**config.mk**
```make
export PLATFORM = sky130hd
export DESIGN_NAME = uart_tx_mmio
export DESIGN_NICKNAME = d
export VERILOG_FILES = /design/src/rtl/uart_pkg.sv /design/src/rtl/uart_baud_gen.sv /design/src/rtl/uart_tx_mmio.sv
export SDC_FILE = /design/constraint.sdc
export NUM_CORES = 1
export LEC_CHECK = 0
export ABC_AREA = 1
export BUFFER_PORTS_ARGS = -buffer_cell sky130_fd_sc_hd__buf_4
export CAP_MARGIN = 15
export CORE_UTILIZATION = 42
export DETAILED_ROUTE_END_ITERATION = 10
export GPL_TIMING_DRIVEN = 0
export PLACE_DENSITY = 0.78
export SKIP_LAST_GASP = 1
export SLEW_MARGIN = 5
export SYNTH_ARGS = -nofsm -noshare
export SYNTH_HDL_FRONTEND = slang
export SYNTH_HIERARCHICAL = 1
export SYNTH_SLANG_ARGS = --single-unit
```
**constraint.sdc**
```tcl
create_clock -name clk -period 4.6 [get_ports clk]
set_input_delay 0.23 -clock clk [delete_from_list [all_inputs] [get_ports clk]]
set_output_delay 0.23 -clock clk [all_outputs]
set_load 0.03 [all_outputs]
```
**src/rtl/uart_pkg.sv**
```systemverilog
// Shared definitions for the memory-mapped UART transmitter: FSM states,
// IO-page register word bits and CTRL register bit positions.
package uart_pkg;

  typedef enum logic [1:0] {
    IDLE  = 2'd0,
    START = 2'd1,
    DATA  = 2'd2,
    STOP  = 2'd3
  } uart_state_e;

  localparam int IO_UART_DAT_BIT  = 1;
  localparam int IO_UART_CNTL_BIT = 2;
  localparam int CTRL_BUSY_BIT    = 9;
  localparam int CTRL_OVR_BIT     = 8;
  localparam int FRAME_BITS       = 10;

endpackage

```
**src/rtl/uart_baud_gen.sv**
```systemverilog
// Bit-period timer: counts 0..DIV-1 and pulses bit_done on the last count.
// A synchronous clear restarts the period.
module uart_baud_gen #(
  parameter int DIV = 2
) (
  input  logic clk,
  input  logic reset,
  input  logic clr,
  output logic bit_done
);

  localparam int CW = (DIV > 2) ? $clog2(DIV) : 1;

  if (DIV < 2) begin : g_div_check
    $error("uart_baud_gen: DIV must be >= 2");
  end

  logic [CW-1:0] cnt_q;

  assign bit_done = (cnt_q == CW'(DIV - 1));

  always_ff @(posedge clk or negedge reset) begin
    if (!reset)                cnt_q <= '0;
    else if (clr || bit_done)  cnt_q <= '0;
    else                       cnt_q <= cnt_q + CW'(1);
  end

endmodule

```
**src/rtl/uart_tx_mmio.sv**
```systemverilog
// Memory-mapped 8N1 UART transmitter on the core's IO page.
// Define UART_TX_FIFO_EN for a FIFO_DEPTH-entry TX FIFO instead of a single holding register.
module uart_tx_mmio
  import uart_pkg::*;
#(
  parameter int CLK_FREQ_HZ = 27_000_000,
  parameter int BAUD_RATE   = 115_200,
  parameter int IO_PAGE_BIT = 22,
  parameter int FIFO_DEPTH  = 4
) (
  input  logic        clk,
  input  logic        reset,
  input  logic        mem_write,
  input  logic        mem_read,
  input  logic [31:0] addr,
  input  logic [3:0]  byte_enable,
  input  logic [31:0] write_data,
  output logic [31:0] read_data,
  output logic        TXD,
  output logic        busy
);

  localparam int DIV = CLK_FREQ_HZ / BAUD_RATE;

  uart_state_e state_q, state_nxt;
  logic [7:0]  shift_q;
  logic [2:0]  bit_idx_q;
  logic        overrun_q;
  logic        bit_done, baud_clr;
  logic        pending, full;
  logic [7:0]  head;
  logic        wr_req, wr_acc, drop, ctrl_rd, ctrl_sel;
  logic        load_slot, load, enq, deq;
  logic        unused_ok;

  assign ctrl_sel = addr[IO_PAGE_BIT] & addr[2 + IO_UART_CNTL_BIT];
  assign wr_req   = mem_write & addr[IO_PAGE_BIT] & addr[2 + IO_UART_DAT_BIT] & byte_enable[0];
  assign ctrl_rd  = mem_read & ctrl_sel;
  assign wr_acc   = wr_req & ~full;
  assign drop     = wr_req & full;

  // The shifter may take a new character from IDLE or at the end of a stop bit.
  // With nothing queued, an accepted write bypasses the queue straight into the shifter.
  assign load_slot = (state_q == IDLE) | ((state_q == STOP) & bit_done);
  assign load      = load_slot & (pending | wr_acc);
  assign deq       = load & pending;
  assign enq       = wr_acc & ~(load & ~pending);

  assign unused_ok = ^{addr, write_data[31:8], byte_enable[3:1], FIFO_DEPTH[0]};

`ifdef UART_TX_FIFO_EN
  localparam int PW = $clog2(FIFO_DEPTH);
  localparam int CW = PW + 1;

  logic [7:0]    fifo_mem [FIFO_DEPTH];
  logic [PW-1:0] wr_ptr_q, rd_ptr_q;
  logic [CW-1:0] count_q;

  assign pending = (count_q != '0);
  assign full    = (count_q == CW'(FIFO_DEPTH));
  assign head    = fifo_mem[rd_ptr_q];

  always_ff @(posedge clk) begin
    if (enq) fifo_mem[wr_ptr_q] <= write_data[7:0];
  end

  always_ff @(posedge clk or negedge reset) begin
    if (!reset) begin
      wr_ptr_q <= '0;
      rd_ptr_q <= '0;
      count_q  <= '0;
    end else begin
      if (enq) wr_ptr_q <= wr_ptr_q + PW'(1);
      if (deq) rd_ptr_q <= rd_ptr_q + PW'(1);
      case ({enq, deq})
        2'b10:   count_q <= count_q + CW'(1);
        2'b01:   count_q <= count_q - CW'(1);
        default: count_q <= count_q;
      endcase
    end
  end
`else
  logic [7:0] hold_q;
  logic       hold_vld_q;

  assign pending = hold_vld_q;
  assign full    = hold_vld_q;
  assign head    = hold_q;

  always_ff @(posedge clk) begin
    if (enq) hold_q <= write_data[7:0];
  end

  always_ff @(posedge clk or negedge reset) begin
    if (!reset)   hold_vld_q <= 1'b0;
    else if (enq) hold_vld_q <= 1'b1;
    else if (deq) hold_vld_q <= 1'b0;
  end
`endif

  uart_baud_gen #(.DIV(DIV)) u_baud (
    .clk      (clk),
    .reset    (reset),
    .clr      (baud_clr),
    .bit_done (bit_done)
  );

  assign baud_clr = (state_nxt != state_q) | (state_q == IDLE);

  always_ff @(posedge clk or negedge reset) begin
    if (!reset) state_q <= IDLE;
    else        state_q <= state_nxt;
  end

  always_comb begin
    state_nxt = state_q;
    case (state_q)
      IDLE:    if (load) state_nxt = START;
      START:   if (bit_done) state_nxt = DATA;
      DATA:    if (bit_done && bit_idx_q == 3'd7) state_nxt = STOP;
      STOP:    if (bit_done) state_nxt = load ? START : IDLE;
      default: state_nxt = IDLE;
    endcase
  end

  always_comb begin
    TXD = 1'b1;
    case (state_q)
      START:   TXD = 1'b0;
      DATA:    TXD = shift_q[0];
      default: TXD = 1'b1;
    endcase
  end

  always_ff @(posedge clk) begin
    if (load)                               shift_q <= pending ? head : write_data[7:0];
    else if ((state_q == DATA) && bit_done) shift_q <= shift_q >> 1;
  end

  always_ff @(posedge clk or negedge reset) begin
    if (!reset)                             bit_idx_q <= 3'd0;
    else if (load)                          bit_idx_q <= 3'd0;
    else if ((state_q == DATA) && bit_done) bit_idx_q <= bit_idx_q + 3'd1;
  end

  // A dropped write wins over a clearing CTRL read on the same edge.
  always_ff @(posedge clk or negedge reset) begin
    if (!reset)       overrun_q <= 1'b0;
    else if (drop)    overrun_q <= 1'b1;
    else if (ctrl_rd) overrun_q <= 1'b0;
  end

  assign busy = (state_q != IDLE) | pending;

  always_comb begin
    read_data = 32'b0;
    if (ctrl_sel) begin
      read_data[CTRL_BUSY_BIT] = busy;
      read_data[CTRL_OVR_BIT]  = overrun_q;
    end
  end

endmodule

```
Yosys cells after proc, flatten, opt, wreduce, memory -nomap -nowiden
Index checks and enable logic that the tools add are counted.
W data, S select, Z words.
Word-level totals
  logic and storage cells: 59
  bits in writable memories: 0
  bits in latches: 0
  memory bits (read-only): 0
  output and inout port bits: 34
  register bits: 31
  memories kept: 0
Cells by class
  div/mod/pow operators: 0
  $add $sub $neg: 2
  bitwise logic cells: 18
  shift operators: 0
  multiplexer cells: 18
  equal/unequal tests: 6
  reduce and logical (&&, ||, !) cells: 8
  order comparisons: 0
  multipliers: 0
Operators by type and width (count)
  $mux W8: 4
  $and A1 B1 Y1: 12
  $mux W2: 5
  $add A8 B1 Y8 const B: 1
  $eq A8 B8 Y1 const B: 1
  $pmux W2 S4: 1
  $reduce_bool A2 Y1: 4
  $mux W3: 2
  $mux W1: 5
  $eq A2 B2 Y1 const B: 2
  $or A1 B1 Y1: 4
  $add A3 B1 Y3 const B: 1
  $eq A3 B3 Y1 const B: 1
  $eq A2 B1 Y1 const B: 1
  $logic_and A1 B1 Y1: 2
  $logic_not A2 Y1: 1
  $ne A2 B2 Y1: 1
  $not A1 Y1: 2
  $pmux W1 S2: 1
  $logic_or A1 B1 Y1: 1

Depth between registers and ports, before layout
  depth after elaboration: 13
  depth in mapped cells: 13
  depth with buffers taken out: 13

Modules after synthesis
Netlist, hierarchy kept.
By module, submodules not included
  uart_tx_mmio: seq. area each 655.6 µm², cells an instance 156, times used 1, area an instance 1390.1 µm²
  uart_baud_gen: seq. area each 200.2 µm², cells an instance 56, times used 1, area an instance 431.7 µm²

Least setup slack after synthesis
OpenSTA, ideal clock, no wires.
  path type: register to register
  start: register u_baud.cnt_q[0]
  end: register hold_q[0], in the netlist head[0] (enable)
  data arrival time: 1526 ps
  clock period less this slack: 1896 ps
  required time: 4230 ps
  setup slack: 2704 ps
  stages on the path, launching flop included: 10
  path buffers: 1
  cell sequence: dfrtp_1 ha_1 nand2_1 nor2_1 nand2_2 inv_1 nand3_2 nand2_4 buf_8 nor2_1
Between the ends
  cells in the longest elaborated chain, start to end: 7
RTL lines
  from (decl): RTL line uart_baud_gen.sv:18  | logic [CW-1:0] cnt_q;
  from (signal assigned): RTL line uart_baud_gen.sv:25  | else cnt_q <= cnt_q + CW'(1);
  $eq A8 B8 Y1: RTL line uart_baud_gen.sv:20  | assign bit_done = (cnt_q == CW'(DIV - 1));
  via bit_done: RTL line uart_tx_mmio.sv:29  | logic bit_done, baud_clr;
  $and A1 B1 Y1: RTL line uart_tx_mmio.sv:44  | assign load_slot = (state_q == IDLE) | ((state_q == STOP) & bit_done);
  $or A1 B1 Y1: RTL line uart_tx_mmio.sv:44
  $and A1 B1 Y1: RTL line uart_tx_mmio.sv:45  | assign load = load_slot & (pending | wr_acc);
  $and A1 B1 Y1: RTL line uart_tx_mmio.sv:47  | assign enq = wr_acc & ~(load & ~pending);
  $not A1 Y1: RTL line uart_tx_mmio.sv:47
  $and A1 B1 Y1: RTL line uart_tx_mmio.sv:47
  via enq: RTL line uart_tx_mmio.sv:33  | logic load_slot, load, enq, deq;
  to (signal assigned): RTL line uart_tx_mmio.sv:91  | if (enq) hold_q <= write_data[7:0];
  to (decl): RTL line uart_tx_mmio.sv:83  | logic [7:0] hold_q;
The timed path passes the listed nets, and every way through them passes these cells.
A chain may end at the register's enable or synchronous reset.

Final worst setup path
  start: register u_baud.cnt_q[0]
  end: register hold_q[3], in the netlist head[3] (enable)
The elaborated chain is that of the path after synthesis.

==> summary.md <==
| Metric | Value |
|---|---|
| Register area | `between 800 and 900 um^2` |
| Deepest clock path buffer count | `2` |
| GPL Wtd Cong | `0.8123` |
| Worst r2r dst | `head[3]` |
| Port bufs | `19` |
| R2r setup slk | `roughly 2.5 ns` |
| CP max stage delay | `a little under 0.5 ns` |
| RSZ-0062 raised after global routing | `false` |
| FF-to-FF Start | `u_baud/cnt_q[0]` |
| Pleak | `0.001090 uW` |
| Fin crit share | `a little under half` |
| Status | `finished, final reports clean` |
| Final nets | `between 300 and 400` |
| Die H | `between 60 and 70 um` |
| Drt pass-1 iters | `4` |
| Maximum number of pins on one net before global-route repair | `16` |
| Reg clk slew, reported paths | `around 0.06 ns` |
| Minimum clock period | `around 2.1 ns` |
| Clock skew | `approximately 0.0074 ns` |
| Synth area leaders | `edfxtp_1 26%, dfrtp_1 21%, nand2_1 13%` |
| Syn avg cell area | `about 8.6 um^2` |
| # rows | `23` |
| Synth area leader | `edfxtp_1` |
| I/O Pins | `around 110` |
| Fill count | `approximately 370` |
| Share of post-route cells with drive strength above 1 | `~28%` |
| Synth-to-Final Area Change | `22.05%` |
| Startpoint types | `register` |
| End-of-flow core utilization | `54.41%` |
| Slew Limit Fails | `0` |
| Vias | `around 1300` |
| CP endpoint | `head[3]` |
| Post-Synth Adder-Cell Area | `roughly 2.7%` |
| Fmax | `roughly 0.48 GHz` |
| Tot GR Track Use | `~14%` |
| ANT cells | `0` |
| Synth Register Bits | `31` |
| Drt drc | `0` |
| Die outline width | `between 60 and 70 um` |
| Post_cts resized | `0` |
| Worst relative slew slack | `about three fifths` |
| Cell Area, Synth | `between 1500 and 2000 um^2` |
| YS warnings | `6` |
| Clock sink count | `31` |
| Max cap viols | `0` |
| Multiplexer share of the synthesized area | `0.5495%` |
| Post-Synth XOR/XNOR Area | `~1.4%` |
| GR Overflow Total | `0` |
| Number of global-route vias before repair | `approximately 1100` |
| Post-CTS setup buffer count | `0` |
| Die ar. | `4605 um^2` |
| Hold Buf Count CTS | `1` |
| Setup_tns | `0 ns` |
| Compound-gate portion of the synthesized area | `3.091%` |
| Initial antenna violation count | `0` |
| Footprint of the multi-input gates | `approximately 760 um^2` |
| Clock latency on the worst-skew pair | `0.28 ns` |
| CP max FO | `10` |
| Worst Tran Pin Value | `between 0.6 and 0.7 ns` |
| Setup violators final | `0` |
| Synth unique cells | `26` |
| Critical Path RT | `around 4.5 ns` |
| Vias per Instance | `4.192` |
| Pwr Density | `between 200 and 300 nW/um^2` |
| Max rail drop VDD | `~0.19 mV` |
| Hpwl dp | `between 2000 and 2500 um` |
| Crit-path cells | `ha_1, nand2_1, nor2_1, nand2_2, inv_1, nand3_2, nand2_4, buf_8, nor2_1` |
| Worst EP arrival | `approximately 2.0 ns` |
| First-pass GRT wire length | `between 4000 and 5000 um` |
| Main combinational cell family by area after synthesis | `simple AND/OR/NAND/NOR gates` |
| Initial core utilization | `approximately 45%` |
| Synth top area share | `between 20% and 30%` |
| Most numerous cell on the critical path | `nor2_1` |
| CTS root buffer | `clkbuf_8` |
| Final hold violations | `0` |
| Wire per inst | `approximately 9 um` |
| CTS H-tree lvls | `2` |
| Routed wire length | `about 2800 um` |
| CTS tree | `built` |
| Post-synthesis cell count | `~210` |
| Min-Delay Path Class | `in2reg` |
| WHS | `0.1374 ns` |
| CP endpoint kind | `register` |
| Crit path from | `u_baud/cnt_q[0]` |
| Slowest cell on the critical path | `nor2_1` |
| Detailed router's first-iteration violation count | `~40` |
| Antenna Violating Nets Remaining | `0` |
| Core area | `between 4000 and 5000 um^2` |
| Post-Synth Simple-Gate Area | `between 20% and 30%` |
| Post-synthesis sequential area ratio | `between 40 and 50%` |
| Reg2Reg Depth | `9` |
| Setup CP Type | `reg2reg` |
| Num CTS Buffers | `5` |
-- synthesized netlist by cell type --
cell type  instances
a21oi_1            1
a21oi_2            1
a22o_1             1
buf_2              2
buf_4             30
buf_8              1
conb_1             1
dfrtp_1           15
edfxtp_1          16
ha_1               4
inv_1             15
inv_2              2
mux2i_1            1
nand2_1           64
nand2_2            4
nand2_4            3
nand3_1           16
nand3_2            1
nor2_1            23
nor2_2             3
nor2_4             1
o21ai_0            2
o21ai_4            1
o21bai_1           1
xnor2_1            1
xor2_1             2
-- area by class of cell --
type | count | area share [%]
clock inverters | 2 | 0.3939
multi-input cells | 160 | 34.22
well taps | 50 | 2.814
flip-flops and latches | 31 | 38.49
plain buffers | 33 | 11.25
inverters | 17 | 2.870
clock buffers | 5 | 3.095
repair buffers | 20 | 6.865
-- cells in the final DEF (no fill, tap or decap) --
cell type | synthesis | layout
clkbuf_8 | 0 | 5
inv_2 | 2 | 2
nand3_1 | 16 | 16
a21oi_2 | 1 | 1
ha_1 | 4 | 4
dfrtp_1 | 15 | 15
conb_1 | 1 | 30
nor2_2 | 3 | 3
buf_4 | 30 | 49
buf_8 | 1 | 1
nand2_4 | 3 | 3
nand2_1 | 64 | 64
clkinv_1 | 0 | 1
xnor2_1 | 1 | 1
edfxtp_1 | 16 | 16
a21oi_1 | 1 | 1
dlygate4sd3_1 | 0 | 1
a22o_1 | 1 | 1
clkinv_2 | 0 | 1
o21ai_4 | 1 | 1
nand3_2 | 1 | 1
nand2_2 | 4 | 4
nor2_1 | 23 | 23
o21bai_1 | 1 | 1
xor2_1 | 2 | 2
buf_2 | 2 | 2
o21ai_0 | 2 | 2
nor2_4 | 1 | 1
mux2i_1 | 1 | 1
inv_1 | 15 | 15
-- routing by layer --
| metal | up-vias | wire (um) | GRT usage, % |
|---|---|---|---|
| li1 | 714 | - | - |
| met1 | 559 | 1330 | 17.80 |
| met2 | 54 | 1213 | 20.17 |
| met3 | 6 | 210 | 3.167 |
| met4 | 0 | 79 | 9.375 |
| met5 | - | 0 | 0 |
-- worst min path at each step --
stage / slack [ns] / cells past startpoint / end / startpoint
4_1_cts: 0.13 / 1 / head[5] / write_data[5]
6_report: 0.14 / 1 / head[2] / write_data[2]
3_3_place_gp: 0.09 / 1 / u_baud/cnt_q[3] / reset
2_1_floorplan: -0.07 / 0 / bit_idx_q[0] / reset
5_1_grt: 0.13 / 1 / head[5] / write_data[5]
3_5_place_dp: 0.1 / 1 / u_baud/cnt_q[3] / reset
-- worst max-delay path, delay by kind of cell, from the launching register on --
family	cells	cell delay (ns)
fa+ha+maj	1	0.21
buf+inv	2	0.25
flops	1	0.42
simple gates	6	0.86
-- registers in the layout (all words and copies together), names as in the netlist --
register,cells
overrun_q,1
bit_idx_q,3
u_baud/cnt_q,8
full,1
state_q,2
shift_q,8
head,8
-- where the power goes --
group | switching [uW] | internal [uW]
clock | 92.0 | 100
sequential | 1.44 | 294
combinational | 53.3 | 33.2
total | 147 | 428
-- stage by stage --
| stage | area [um^2] | power [uW] | setup slack, ns | instances |
|---|---|---|---|---|
| 2_1_floorplan | 1931 | 368.4 | 2.704 | 241 |
| 3_3_place_gp | 2136 | 385.7 | 2.496 | 310 |
| 3_5_place_dp | 2136 | 386.4 | 2.475 | 310 |
| 4_1_cts | 2223 | 578.2 | 2.465 | 318 |
| 5_1_grt | 2223 | 598.0 | 2.340 | 318 |
| 6_report | 2223 | 574.4 | 2.500 | 318 |
-- cells by family after synthesis --
group,after synthesis
AO/OA/AOI/OAI,7
XOR/XNOR,3
adder cells (fa/ha/maj),4
buffers and inverters,50
flip-flops,31
multiplexers,1
other,1
AND/OR/NAND/NOR,115
Note: power is estimated with default switching activity, not from simulation.
